### src/rtl/psd_pkg.sv
`default_nettype none
// ============================================================================
// Module   : psd_pkg
// Brief    : Shared types and default widths for the PSD sweep controller.
// Revision : 1.0 - initial release
// ============================================================================
package psd_pkg;

    localparam int FTW_W_DEF    = 32;
    localparam int NPTS_W_DEF   = 10;
    localparam int SETTLE_W_DEF = 16;
    localparam int RES_W        = 36;

    typedef enum logic [2:0] {
        ST_IDLE     = 3'd0,
        ST_LOAD     = 3'd1,
        ST_SETTLE   = 3'd2,
        ST_WAIT_AVG = 3'd3,
        ST_HOLD     = 3'd4,
        ST_NEXT     = 3'd5,
        ST_DONE     = 3'd6
    } state_t;

endpackage
`default_nettype wire

### src/rtl/psd_edge_cnt.sv
`default_nettype none
// ============================================================================
// Module   : psd_edge_cnt
// Brief    : Rising-edge detector on the average flag with a discard counter;
//            hit fires on the first edge after DISCARD edges while enabled.
// Revision : 1.0 - initial release
// ============================================================================
module psd_edge_cnt #(
    parameter int DISCARD = 1
) (
    input  logic clk,
    input  logic rst_n,
    input  logic flag,
    input  logic en,
    output logic hit
);

    logic       flag_q;
    logic [1:0] cnt;
    logic       rise;

    assign rise = flag & ~flag_q;
    assign hit  = en & rise & (cnt == 2'd0);

    // Counter is parked at DISCARD whenever not enabled, so edges seen
    // before the wait window never consume a discard slot.
    always_ff @(posedge clk or negedge rst_n) begin
        if (!rst_n) begin
            flag_q <= 1'b0;
            cnt    <= 2'(DISCARD);
        end else begin
            flag_q <= flag;
            if (!en)
                cnt <= 2'(DISCARD);
            else if (rise && cnt != 2'd0)
                cnt <= cnt - 2'd1;
        end
    end

endmodule
`default_nettype wire

### src/rtl/psd_sweep_ctrl.sv
`default_nettype none
// ============================================================================
// Module   : psd_sweep_ctrl
// Brief    : Frequency-sweep scheduler: steps the NCO tuning word, clears the
//            filters, waits for settling and hands one X/Y result per point.
// Revision : 1.0 - initial release
// ============================================================================
module psd_sweep_ctrl
    import psd_pkg::*;
#(
    parameter int FTW_W    = FTW_W_DEF,
    parameter int NPTS_W   = NPTS_W_DEF,
    parameter int SETTLE_W = SETTLE_W_DEF,
    parameter int DISCARD  = 1,
    parameter int TMO_CYC  = 65535
) (
    input  logic                i_clk_1M,
    input  logic                i_rst_n,
    input  logic                i_start,
    input  logic                i_abort,
    input  logic [FTW_W-1:0]    i_f_start,
    input  logic [FTW_W-1:0]    i_f_step,
    input  logic [NPTS_W-1:0]   i_n_points,
    input  logic [SETTLE_W-1:0] i_settle_cycles,
    input  logic [3:0]          i_coe_cfg,
    input  logic [1:0]          i_mod_cfg,
    input  logic                i_aver_flag,
    input  logic [RES_W-1:0]    i_A_X,
    input  logic [RES_W-1:0]    i_A_Y,
    input  logic [RES_W-1:0]    i_B_X,
    input  logic [RES_W-1:0]    i_B_Y,
    output logic [FTW_W-1:0]    o_ftw,
    output logic                o_ftw_load,
    output logic                o_filt_clr,
    output logic [3:0]          o_coe,
    output logic [1:0]          o_mod,
    output logic [RES_W-1:0]    o_A_X,
    output logic [RES_W-1:0]    o_A_Y,
    output logic [RES_W-1:0]    o_B_X,
    output logic [RES_W-1:0]    o_B_Y,
    output logic [NPTS_W-1:0]   o_pt_idx,
    output logic                o_pt_valid,
    input  logic                i_rd_ack,
    output logic                o_busy,
    output logic                o_done,
    output logic                o_err
);

    // TMO_CYC is expected to be at least 1
    localparam int               TMO_W    = $clog2(TMO_CYC + 1);
    localparam logic [TMO_W-1:0] TMO_LAST = TMO_W'(TMO_CYC - 1);

    state_t              state;
    logic [FTW_W-1:0]    f_step;
    logic [NPTS_W-1:0]   n_pts;
    logic [NPTS_W-1:0]   idx;
    logic [SETTLE_W-1:0] settle_cfg;
    logic [SETTLE_W-1:0] settle_cnt;
    logic [TMO_W-1:0]    tmo_cnt;
    logic                avg_hit;

    psd_edge_cnt #(
        .DISCARD (DISCARD)
    ) u_edge_cnt (
        .clk   (i_clk_1M),
        .rst_n (i_rst_n),
        .flag  (i_aver_flag),
        .en    (state == ST_WAIT_AVG),
        .hit   (avg_hit)
    );

    // Strobes are pure decodes of the state register, so they are glitch-free
    assign o_ftw_load = (state == ST_LOAD);
    assign o_filt_clr = (state == ST_LOAD);
    assign o_done     = (state == ST_DONE);
    assign o_busy     = (state != ST_IDLE);

    always_ff @(posedge i_clk_1M or negedge i_rst_n) begin
        if (!i_rst_n) begin
            state      <= ST_IDLE;
            f_step     <= '0;
            n_pts      <= '0;
            idx        <= '0;
            settle_cfg <= '0;
            settle_cnt <= '0;
            tmo_cnt    <= '0;
            o_ftw      <= '0;
            o_coe      <= '0;
            o_mod      <= '0;
            o_A_X      <= '0;
            o_A_Y      <= '0;
            o_B_X      <= '0;
            o_B_Y      <= '0;
            o_pt_idx   <= '0;
            o_pt_valid <= 1'b0;
            o_err      <= 1'b0;
        end else if (i_abort && state != ST_IDLE) begin
            // Abort outranks ack and capture; tuning word and config are kept
            state      <= ST_IDLE;
            o_pt_valid <= 1'b0;
        end else begin
            case (state)
                ST_IDLE: begin
                    if (i_start && !i_abort) begin
                        f_step     <= i_f_step;
                        n_pts      <= i_n_points;
                        settle_cfg <= i_settle_cycles;
                        o_ftw      <= i_f_start;
                        o_coe      <= i_coe_cfg;
                        o_mod      <= i_mod_cfg;
                        idx        <= '0;
                        o_err      <= 1'b0;
                        state      <= (i_n_points == '0) ? ST_DONE : ST_LOAD;
                    end
                end
                ST_LOAD: begin
                    settle_cnt <= '0;
                    state      <= ST_SETTLE;
                end
                ST_SETTLE: begin
                    if (settle_cnt == settle_cfg) begin
                        tmo_cnt <= '0;
                        state   <= ST_WAIT_AVG;
                    end else begin
                        settle_cnt <= settle_cnt + 1'b1;
                    end
                end
                ST_WAIT_AVG: begin
                    if (avg_hit) begin
                        o_A_X      <= i_A_X;
                        o_A_Y      <= i_A_Y;
                        o_B_X      <= i_B_X;
                        o_B_Y      <= i_B_Y;
                        o_pt_idx   <= idx;
                        o_pt_valid <= 1'b1;
                        state      <= ST_HOLD;
                    end else if (tmo_cnt == TMO_LAST) begin
                        o_err <= 1'b1;
                        state <= ST_IDLE;
                    end else begin
                        tmo_cnt <= tmo_cnt + 1'b1;
                    end
                end
                ST_HOLD: begin
                    if (i_rd_ack) begin
                        o_pt_valid <= 1'b0;
                        state      <= ST_NEXT;
                    end
                end
                ST_NEXT: begin
                    if (idx == n_pts - NPTS_W'(1)) begin
                        state <= ST_DONE;
                    end else begin
                        idx   <= idx + 1'b1;
                        o_ftw <= o_ftw + f_step;
                        state <= ST_LOAD;
                    end
                end
                ST_DONE: begin
                    state <= ST_IDLE;
                end
                default: begin
                    state <= ST_IDLE;
                end
            endcase
        end
    end

endmodule
`default_nettype wire

### config.mk
export PLATFORM = sky130hd
export DESIGN_NAME = psd_sweep_ctrl
export DESIGN_NICKNAME = d
export VERILOG_FILES = /design/src/rtl/psd_pkg.sv /design/src/rtl/psd_edge_cnt.sv /design/src/rtl/psd_sweep_ctrl.sv
export SDC_FILE = /design/constraint.sdc
export NUM_CORES = 1
export LEC_CHECK = 0
export BUFFER_PORTS_ARGS = -buffer_cell sky130_fd_sc_hd__buf_2
export CAP_MARGIN = 25
export CORE_AREA = 2 2 183 185
export DETAILED_ROUTE_END_ITERATION = 10
export DIE_AREA = 0 0 185 187
export GPL_TIMING_DRIVEN = 0
export PLACE_DENSITY = 0.79
export SYNTH_ARGS = -nofsm -noshare
export SYNTH_HDL_FRONTEND = slang
export SYNTH_SLANG_ARGS = --single-unit
### constraint.sdc
create_clock -name i_clk_1M -period 2.75 [get_ports i_clk_1M]
set_input_delay 0.275 -clock i_clk_1M [delete_from_list [all_inputs] [get_ports i_clk_1M]]
set_output_delay 0.275 -clock i_clk_1M [all_outputs]
set_load 0.01 [all_outputs]
==> flow_summary.ini, run 1 <==
[power]
p_clk_share_pct = 23.8
net-switching-power_w = 0.00775
finalPower_w = 0.0201
power_density_nw_per_um2 = 947
power.internal_w = 0.0124
sw_frac_of_total_pct = 38.5
vdd.ir_drop.worst_mv = 0.573
combinationalPowerShare_pct = 44.7
seqPwrFrac_pct = 31.5
power.leakage_nw = 10.9

[floorplanning]
initial_core_util_pct = 43.9
cell_row_count = 67
dieWidth_um = 185
top_level_ports = 444
core_sq_um = 32900
die-area_sq_um = 34600
die_h_um = 187

[layout]
fillers = 2400
fin_area_sq_um = 21200
nNetsFinal = 2358
final_layout_size_suffix_gt1_share_pct = 39.1
area_growth_syn_to_layout_pct = 47.3

[worst_setup_path]
ff2ff_setup_slack_ns = -0.18
worst-endpoint-arrival_ns = 3.34
cp-end-kind = flop
reg2reg_to = o_ftw[28]
crit_path_end = o_ftw[28]
timing.critical_path.fanout_max = 6
cp-start-kind = flop
timing.critical_path.required_ns = 3.16
r2r.worst_path.cells = 10
path_class = flop to flop
crit_path_start = o_ftw[15]
worst_r2r_startpoint = o_ftw[15]

[routing]
wl_per_cell_um = 19.7
drt.antenna.violating_nets = 0
drt-total-wl_um = 50400
number_of_drc_markers_in_iteration_0 = 884
route.detailed.drc = 0
drt_pre_antenna_iters = 5
post_drt_via_cell_ratio = 5.39
dr_total_vias = 13700

[logic_synthesis]
yosys_warnings = 0
synth_edf_count = 0
synth_seq_area_share_pct = 52.1
post_synth_num_cell_types = 74
average_size_of_a_mapped_cell_sq_um = 10.6
synth_area_sq_um = 14400
synth.ff_latch_count = 300
syn-num-nets = 1650
synth_cells = 1366
asyncSetResetFlopFracSynth_pct = 100
synth_ff_type = dfrtp_1

[sta]
slew_headroom_pct = 43.6
rsz0062_at_grt = yes
finalCritPeriodShare_pct = 107
clock.fmax_ghz = 0.341
setup_viol = 40
finClkSkew_ns = 0.0249
holdWs_ns = 0.0137
post-route-min-period_ns = 2.93
tightestPinTransition_ns = 0.847
hold_viol_final = 0
worst_setup_slack_after_layout_ns = -0.180
drv_slew = 0

[global_routing]
grt_use_total_pct = 28.1
grt_overflow = 0
grt_antenna_before_repair = 5
grt_start_max_net_pins = 130
first_global_vias = 14300
grt_pass1_wl_um = 76600

[cts]
cts-root-to-sink-buffers = 3
htree_num_levels = 2
cts_inserted_buffers = 34
clock_latency_at_the_later_pin_of_the_worst_skew_pair_ns = 0.53
clk_root_buffer_cell = clkbuf_16
cts_tree = yes
clock_sinks = 300
clk_pin_slew_ns = 0.06

[place]
io_buffer_count = 443
detailed_place.area_sq_um = 17300
dp_hpwl_um = 31000
pre_cts_slack_ns = -0.479
gp_routability_congestion = 0.896

[job]
cap_violations = 0

[outcome]
run_status = complete, but fails checks
violations_in_the_final_reports = setup timing

[hold_path]
hold_class = primary input to flop
==> worst max-delay path: stages, from the launching register on <==
cell and delay, ns:
dfrtp_1 0.43, ha_1 0.41, a21oi_1 0.30, o21ai_1 0.15, a31o_2 0.29, a21oi_4 0.18
a21oi_4 0.09, or4_4 0.44, a41oi_4 0.21, nor4_4 0.08, o31ai_2 0.26
==> layer usage <==
layer  GRT usage [%]  part of all wire [%]
met4            15.4                   5.4
met3            7.42                   7.9
met1            33.5                    38
met5               0                 0.034
met2            46.0                    49
==> stage by stage <==
stage	std cells	setup TNS (ns)	utilization (%)
after floorplan	1366	0	-
after global placement	2257	-1296.65	52.5
after detailed placement	2259	-74.37	52.7
after CTS	2534	-2.40	63.5
after global routing	2550	-11.16	64.6
final	2551	-3.15	64.7
==> cell type report <==
type                    count  area (sq um)  area share [%]
diodes                      5          12.5          0.0589
plain buffers              65           387            1.82
clock buffers              42           931            4.38
clock inverters            18           236            1.11
inverters                  27           105           0.495
multi-input cells         972          6950            32.7
flip-flops and latches    300          7510            35.3
well taps                 448           561            2.64
repair buffers            674          4560            21.4
==> state kept, by name (all words and copies together), names as in the netlist <==
name	flops
o_ftw	32
settle_cnt	16
o_pt_idx	10
state	3
o_A_X	36
u_edge_cnt.flag_q	1
tmo_cnt	16
o_coe	4
o_B_Y	36
o_pt_valid	1
o_err	1
o_A_Y	36
settle_cfg	16
n_pts	10
f_step	32
idx	10
u_edge_cnt.cnt	2
o_mod	2
o_B_X	36
==> worst min-delay path by stage <==
stage	start	end	depth (start not counted)
floorplan	i_rst_n	f_step[0]	0
global placement	i_aver_flag	u_edge_cnt.flag_q	1
detailed placement	i_rst_n	o_mod[0]	1
CTS	i_A_Y[24]	o_A_Y[24]	2
global route	i_B_X[10]	o_B_X[10]	2
finish	i_B_Y[6]	o_B_Y[6]	2
==> cell usage after synthesis, types with 9 or more instances <==
| library cell | number | share of area [%] |
|---|---|---|
| dfrtp_1 | 299 | 52 |
| nand2_1 | 245 | 6.4 |
| mux2_2 | 154 | 12 |
| nor2_1 | 97 | 2.5 |
| a21oi_1 | 85 | 3.0 |
| o21ai_0 | 54 | 1.9 |
| xor2_1 | 48 | 2.9 |
| ha_1 | 37 | 3.2 |
| clkbuf_1 | 31 | 0.81 |
| inv_1 | 26 | 0.68 |
| xnor2_1 | 26 | 1.6 |
| nand4_1 | 24 | 1.0 |
| buf_2 | 17 | 0.59 |
| nand3_1 | 15 | 0.52 |
| nor3_1 | 15 | 0.52 |
| o21ai_1 | 14 | 0.49 |
| buf_1 | 13 | 0.34 |
| a31oi_1 | 12 | 0.52 |
| and3_1 | 12 | 0.52 |
| nor2b_1 | 12 | 0.52 |
| nor4_1 | 11 | 0.48 |
| nand2b_1 | 10 | 0.43 |
| a21o_1 | 9 | 0.47 |
==> power by group through the flow <==
stage | logic (W) | registers (W) | clock network [W]
after floorplan | 0.00502 | 0.00637 | 0
after global placement | 0.00702 | 0.00627 | 0
after detailed placement | 0.00723 | 0.00631 | 0
after CTS | 0.00819 | 0.00624 | 0.00482
after global routing | 0.00979 | 0.00645 | 0.00502
final | 0.00898 | 0.00634 | 0.00479
==> cells in the final DEF (no fill, tap or decap), types with 34 or more instances in the layout <==
cell and n:
buf_2 452, dfrtp_1 298, nand2_1 239, dlygate4sd3_1 191, mux2_2 154, nor2_1 88, a21oi_1 72, xor2_1 48
o21ai_0 44, clkbuf_16 34
==> cells by family after synthesis <==
group	synth area share, %
fa+ha+maj	3.35
simple gates	14.3
buf+inv	2.85
flops	52.1
compound gates	10.2
xor+xnor	4.49
mux	12.7
==> timing repair <==
action | CTS | global route
setup buffers | 24 | 13
resized for setup | 55 | 75
pin swaps | 27 | 28
gates cloned | 2 | 1
endpoints found under the setup margin | 255 | 201
hold buffers | 190 | 1
endpoints found under the hold margin | 248 | 1
No activity file was read; power rests on OpenSTA's default activity.
==> run 2, diff against run 1 <==
==> config.mk (replaced) <==
export PLATFORM = sky130hd
export DESIGN_NAME = psd_sweep_ctrl
export DESIGN_NICKNAME = d
export VERILOG_FILES = /design/src/rtl/psd_pkg.sv /design/src/rtl/psd_edge_cnt.sv /design/src/rtl/psd_sweep_ctrl.sv
export SDC_FILE = /design/constraint.sdc
export NUM_CORES = 1
export LEC_CHECK = 0
export CAP_MARGIN = 25
export CORE_AREA = 2 2 174 176
export DETAILED_ROUTE_END_ITERATION = 10
export DIE_AREA = 0 0 176 178
export DONT_BUFFER_PORTS = 1
export GPL_TIMING_DRIVEN = 0
export PLACE_DENSITY = 0.7
export SYNTH_ARGS = -nofsm -noshare
export SYNTH_HDL_FRONTEND = slang
export SYNTH_SLANG_ARGS = --single-unit
==> constraint.sdc (replaced) <==
create_clock -name i_clk_1M -period 3.8 [get_ports i_clk_1M]
set_input_delay 0.38 -clock i_clk_1M [delete_from_list [all_inputs] [get_ports i_clk_1M]]
set_output_delay 0.38 -clock i_clk_1M [all_outputs]
set_load 0.01 [all_outputs]
==> run 2 against run 1 <==
  * Via count decreased by 19%
  * Wire length decreased by 16%
  * Critical path type unchanged
  * Die area decreased by 9.4%
  * The flow finishes with violations (hold timing)
  * Setup slack improved by 0.58 ns
  * Clock skew decreased by 0.010 ns
  * Total power decreased by 38%
  * First-iteration DRC count decreased by 10%
  * Non-clock buffer count decreased by 530
  * Utilization decreased by 5.5 points
  * Cell area decreased by 18%
  * Sequential cell count unchanged
  * Worst hold slack got worse by 0.43 ns
  * Critical endpoint is now o_ftw[30]
==> flow_summary.ini, run 2 (synthesis gave the netlist of run 1 again) <==
[outcome]
run_status = complete, but fails checks
violations_in_the_final_reports = hold timing

[global_routing]
grt_antenna_before_repair = 4
first_global_vias = 11000
grt_overflow = 0
grt_use_total_pct = 25.9
grt_pass1_wl_um = 63000
grt_start_max_net_pins = 301

[power]
vdd.ir_drop.worst_mv = 0.439
seqPwrFrac_pct = 38.7
p_clk_share_pct = 25.3
power.internal_w = 0.00771
power.leakage_nw = 8.34
finalPower_w = 0.0124
net-switching-power_w = 0.00472
combinationalPowerShare_pct = 36.1
sw_frac_of_total_pct = 38.0
power_density_nw_per_um2 = 715

[floorplanning]
die_h_um = 178
die-area_sq_um = 31300
cell_row_count = 63
dieWidth_um = 176
core_sq_um = 29400
top_level_ports = 444
initial_core_util_pct = 49.0

[place]
dp_hpwl_um = 29300
io_buffer_count = 0
gp_routability_congestion = 0.911

[job]
cap_violations = 0

[routing]
route.detailed.drc = 0
drt-total-wl_um = 42100
drt.antenna.violating_nets = 0
drt_pre_antenna_iters = 5
number_of_drc_markers_in_iteration_0 = 793
wl_per_cell_um = 21.6
dr_total_vias = 11100
post_drt_via_cell_ratio = 5.70

[cts]
cts.repair.resized = 0
cts-root-to-sink-buffers = 3
clk_pin_slew_ns = 0.06
clk_root_buffer_cell = clkbuf_16
cts_inserted_buffers = 34
htree_num_levels = 2
clock_latency_at_the_later_pin_of_the_worst_skew_pair_ns = 0.51
clock_sinks = 300
cts_tree = yes

[sta]
finalSetupTns_ns = 0
drv_slew = 0
slew_headroom_pct = 36.9
tightestPinTransition_ns = 0.938
rsz0062_at_grt = no
finClkSkew_ns = 0.0146
setup_viol = 0
finalCritPeriodShare_pct = 89.4
post-route-min-period_ns = 3.40
clock.fmax_ghz = 0.294
hold_viol_final = 300
holdWs_ns = -0.421

[layout]
multi_input_comb_area_sq_um = 6500
fillers = 2384
regArea_sq_um = 7510
mostFrequentLayoutCell = dfrtp_1
nNetsFinal = 1828
area_growth_syn_to_layout_pct = 20.6
final_layout_size_suffix_gt1_share_pct = 15.9
layout_common_cells = 299 x dfrtp_1, 245 x nand2_1, 154 x mux2_2

[worst_setup_path]
timing.critical_path.fanout_max = 4
timing.critical_path.required_ns = 4.21
cp-end-kind = flop
cp-start-kind = flop
path_class = flop to flop
worst-endpoint-arrival_ns = 3.81

[hold_path]
hold_class = primary input to asynchronous set/reset pin
run 2: path summary, 6_finish.rpt:
path / end / from / slack, ns / cells past startpoint
worst min register to register: tmo_cnt[11] / tmo_cnt[11] / 0.48 / 1
worst min-delay path: o_ftw[30] / i_rst_n / -0.42 / 0
min in group i_clk_1M: f_step[30] / i_f_step[30] / 0.02 / 2
worst max register to register: o_ftw[30] / o_ftw[0] / 0.40 / 12
max in group asynchronous: o_B_X[33] / i_rst_n / 3.54 / 0
worst max-delay path: o_ftw[30] / o_ftw[0] / 0.40 / 12
run 2: routing by layer:
layer	part of all wire [%]	global-route usage [%]	wire length (um)	up-vias
met5	0.066	0	28	-
met4	3.0	8.26	1250	4
met3	8.7	8.63	3660	89
met2	48	42.7	20300	461
met1	40	32.5	16800	5470
li1	-	-	-	5100
run 2: power by group through the flow:
| stage | sequential [W] | clock (W) | combinational [W] |
|---|---|---|---|
| detailed placement | 0.00485 | 0 | 0.00429 |
| global route | 0.00490 | 0.00334 | 0.00505 |
| finish | 0.00481 | 0.00314 | 0.00448 |
| CTS | 0.00480 | 0.00320 | 0.00444 |
| global placement | 0.00483 | 0 | 0.00419 |
| floorplan | 0.00459 | 0 | 0.00354 |
run 2: worst max-delay path, stage by stage, from the launching register on:
cell	delay [ns]
dfrtp_1	0.46
ha_1	0.27
inv_1	0.07
fa_1	0.19
nor2b_1	0.08
o211ai_1	0.28
a21boi_0	0.24
o21ai_1	0.30
a21oi_1	0.18
o41ai_1	0.58
o21ai_0	0.25
xnor2_1	0.17
a211oi_1	0.24
run 2: repair_timing:
item | 4_1_cts | 5_1_grt
hold endpoints to repair | 435 | 307
hold buffers | 135 | 7
buffers inserted | 0 | 0
run 2: area by class of cell:
class,count,area share (%)
clock buffers,47,5.58
clock inverters,7,0.496
repair buffers,142,8.17
multi-input cells,972,37.4
inverters,27,0.583
flip-flops and latches,300,43.2
well taps,390,2.81
diodes,1,0.0144
plain buffers,67,1.78
run 2: through the flow:
| step | hold WS [ns] | util, % | cell area, sq um | instances | setup WS (ns) |
|---|---|---|---|---|---|
| after floorplan | 0.0844 | - | 14400 | 1366 | 0.980 |
| after global placement | 0.0963 | 50.7 | 14900 | 1756 | 0.476 |
| after detailed placement | 0.0959 | 50.7 | 14900 | 1756 | 0.505 |
| after CTS | -0.450 | 58.9 | 17300 | 1945 | 0.439 |
| after global routing | -0.449 | 59.1 | 17400 | 1953 | 0.142 |
| final | -0.421 | 59.1 | 17400 | 1953 | 0.403 |
==> run 3, diff against run 2 <==
--- a/config.mk
+++ b/config.mk
@@ -10,7 +10,7 @@
 export DETAILED_ROUTE_END_ITERATION = 10
 export DIE_AREA = 0 0 176 178
 export DONT_BUFFER_PORTS = 1
-export GPL_TIMING_DRIVEN = 0
+export HOLD_SLACK_MARGIN = 0.03
 export PLACE_DENSITY = 0.7
 export SYNTH_ARGS = -nofsm -noshare
 export SYNTH_HDL_FRONTEND = slang
==> run 3 against run 2 <==
  * The run still ends with hold timing left
  * Global-route usage fell by 0.29 points
  * Sequential cell count did not move
  * Via count barely moved
  * First-iteration DRC count fell by 13%
  * Utilization rose by 1.9 points
  * Sequential share of layout area fell by 1.3 points
  * Cell area rose by 3.2%
  * Combinational power barely moved
  * Critical path depth fell by 2
  * Worst hold slack got worse by 0.012 ns
  * Critical path type unchanged
  * Critical endpoint unchanged
  * Highest routed layer unchanged
==> flow_summary.ini, run 3 (synthesis gave the netlist of run 1 again) <==
[outcome]
run_status = complete, but fails checks
violations_in_the_final_reports = hold timing

[sta]
rsz0062_at_grt = no
worst_setup_slack_after_layout_ns = 0.523
finalSetupTns_ns = 0
clock.fmax_ghz = 0.305
finalCritPeriodShare_pct = 86.2
hold_viol_final = 300
drv_slew = 0
holdWs_ns = -0.433
tightestPinTransition_ns = 0.787
post-route-min-period_ns = 3.28
slew_headroom_pct = 47.2
finClkSkew_ns = 0.0157
setup_viol = 0

[layout]
area_growth_syn_to_layout_pct = 24.4
fillers = 2317
final_layout_size_suffix_gt1_share_pct = 15.6
antenna_cells = 0
fin_area_sq_um = 17900
mostFrequentLayoutCell = dfrtp_1
layout_common_cells = 299 x dfrtp_1, 244 x nand2_1, 208 x dlygate4sd3_1
multi_input_comb_area_sq_um = 6540
nNetsFinal = 1842
final_design_utilization_pct = 61.0
regArea_sq_um = 7510

[place]
dp_hpwl_um = 27300
detailed_place.area_sq_um = 14800
pre_cts_slack_ns = 0.529
io_buffer_count = 0
gp_routability_congestion = 0.903

[power]
power.internal_w = 0.00773
power_density_nw_per_um2 = 697
p_clk_share_pct = 25.5
power.leakage_nw = 8.53
net-switching-power_w = 0.00478
combinationalPowerShare_pct = 35.6
sw_frac_of_total_pct = 38.2
vdd.ir_drop.worst_mv = 0.430
seqPwrFrac_pct = 38.9

[worst_setup_path]
timing.critical_path.slowest_stage_cell = o41ai_1
cp_slowest_stage_delay_ns = 0.59
critPathMostFrequentCell = a211oi_1
crit_path_cell_trace = ha_1, a211oi_1, nor2_1, or3b_1, o21ai_1, a21oi_1, o41ai_1, o21ai_0, xnor2_1, a211oi_1
cp-start-kind = flop
timing.critical_path.required_ns = 4.22
path_class = flop to flop
timing.critical_path.fanout_max = 7
cp-end-kind = flop
worst-endpoint-arrival_ns = 3.70

[floorplanning]
dieWidth_um = 176
die-area_sq_um = 31300
die_h_um = 178
core_sq_um = 29400
cell_row_count = 63
top_level_ports = 444
initial_core_util_pct = 49.0

[routing]
number_of_drc_markers_in_iteration_0 = 687
dr_total_vias = 11100
post_drt_via_cell_ratio = 5.64
route.detailed.drc = 0
drt-total-wl_um = 41900
drt.antenna.violating_nets = 0
drt_pre_antenna_iters = 5
wl_per_cell_um = 21.2

[global_routing]
grt_use_total_pct = 25.7
grt_antenna_before_repair = 2
grt_pass1_wl_um = 62500
grt_overflow = 0
first_global_vias = 11200
grt_start_max_net_pins = 301

[cts]
cts.repair.resized = 0
clock_sinks = 300
cts-root-to-sink-buffers = 3
clock_latency_at_the_later_pin_of_the_worst_skew_pair_ns = 0.51
clk_pin_slew_ns = 0.06
htree_num_levels = 2
cts_tree = yes
clk_root_buffer_cell = clkbuf_16
cts_inserted_buffers = 34

[hold_path]
hold_class = primary input to asynchronous set/reset pin

[job]
cap_violations = 0
==> run 3: cell count changes in the layout (fill, tap and decap cells not counted), moves of 2 or more <==
cell	previous run	this run
clkinvlp_4	0	5
buf_12	0	2
clkbuf_8	5	3
buf_4	2	13
clkbuf_1	38	12
buf_1	13	0
dlygate4sd3_1	142	208
buf_2	17	0
buf_6	4	0
==> run 3: final cells by class <==
| cell class | instances | share of cell area [%] |
|---|---|---|
| clock buffers | 50 | 5.36 |
| clock inverters | 11 | 0.663 |
| inverters | 27 | 0.565 |
| multi-input cells | 972 | 36.5 |
| flip-flops and latches | 300 | 41.9 |
| well taps | 390 | 2.72 |
| repair buffers | 223 | 12.4 |
==> run 3: worst max-delay path: cells and delay by family, from the launching register on <==
kind / cells / cell delay, ns
compound gates: 6 / 1.68
xor+xnor: 1 / 0.17
fa+ha+maj: 1 / 0.43
flops: 1 / 0.45
simple gates: 2 / 0.46
==> run 3: power by group through the flow <==
stage                     registers (W)  logic (W)  clock network (W)
after floorplan                 0.00459    0.00354                  0
after global placement          0.00487    0.00411                  0
after detailed placement        0.00489    0.00421                  0
after CTS                       0.00484    0.00443            0.00324
after global routing            0.00495    0.00499            0.00340
final                           0.00486    0.00446            0.00318
==> run 3: path summary, 6_finish.rpt <==
| path | start | end | slack, ns | cells after the start |
|---|---|---|---|---|
| max | o_ftw[9] | o_ftw[30] | 0.52 | 10 |
| max in group asynchronous | i_rst_n | o_ftw[22] | 3.56 | 0 |
| max reg2reg | o_ftw[9] | o_ftw[30] | 0.52 | 10 |
| min reg2reg | tmo_cnt[9] | tmo_cnt[9] | 0.48 | 1 |
| min in group i_clk_1M | i_f_start[25] | o_ftw[25] | 0.05 | 2 |
| min | i_rst_n | tmo_cnt[3] | -0.43 | 0 |
==> run 3: layer usage <==
metal / share of wire [%] / vias to the layer above / GRT usage, %
met2: 50 / 469 / 43.8
met5: 0.067 / - / 0
li1: - / 5127 / -
met4: 2.4 / 4 / 8.02
met3: 8.7 / 84 / 8.48
met1: 39 / 5438 / 30.8
==> run 3: timing repair <==
item,4_1_cts,5_1_grt
endpoints found under the setup margin,0,0
endpoints found under the hold margin,507,301
hold buffers,207,1
setup buffers,0,0
==> run 3: stage by stage <==
step | std cells | total power [W]
floorplan | 1366 | 0.00814
global placement | 1704 | 0.00898
detailed placement | 1704 | 0.00910
CTS | 1972 | 0.0125
global route | 1973 | 0.0133
finish | 1973 | 0.0125
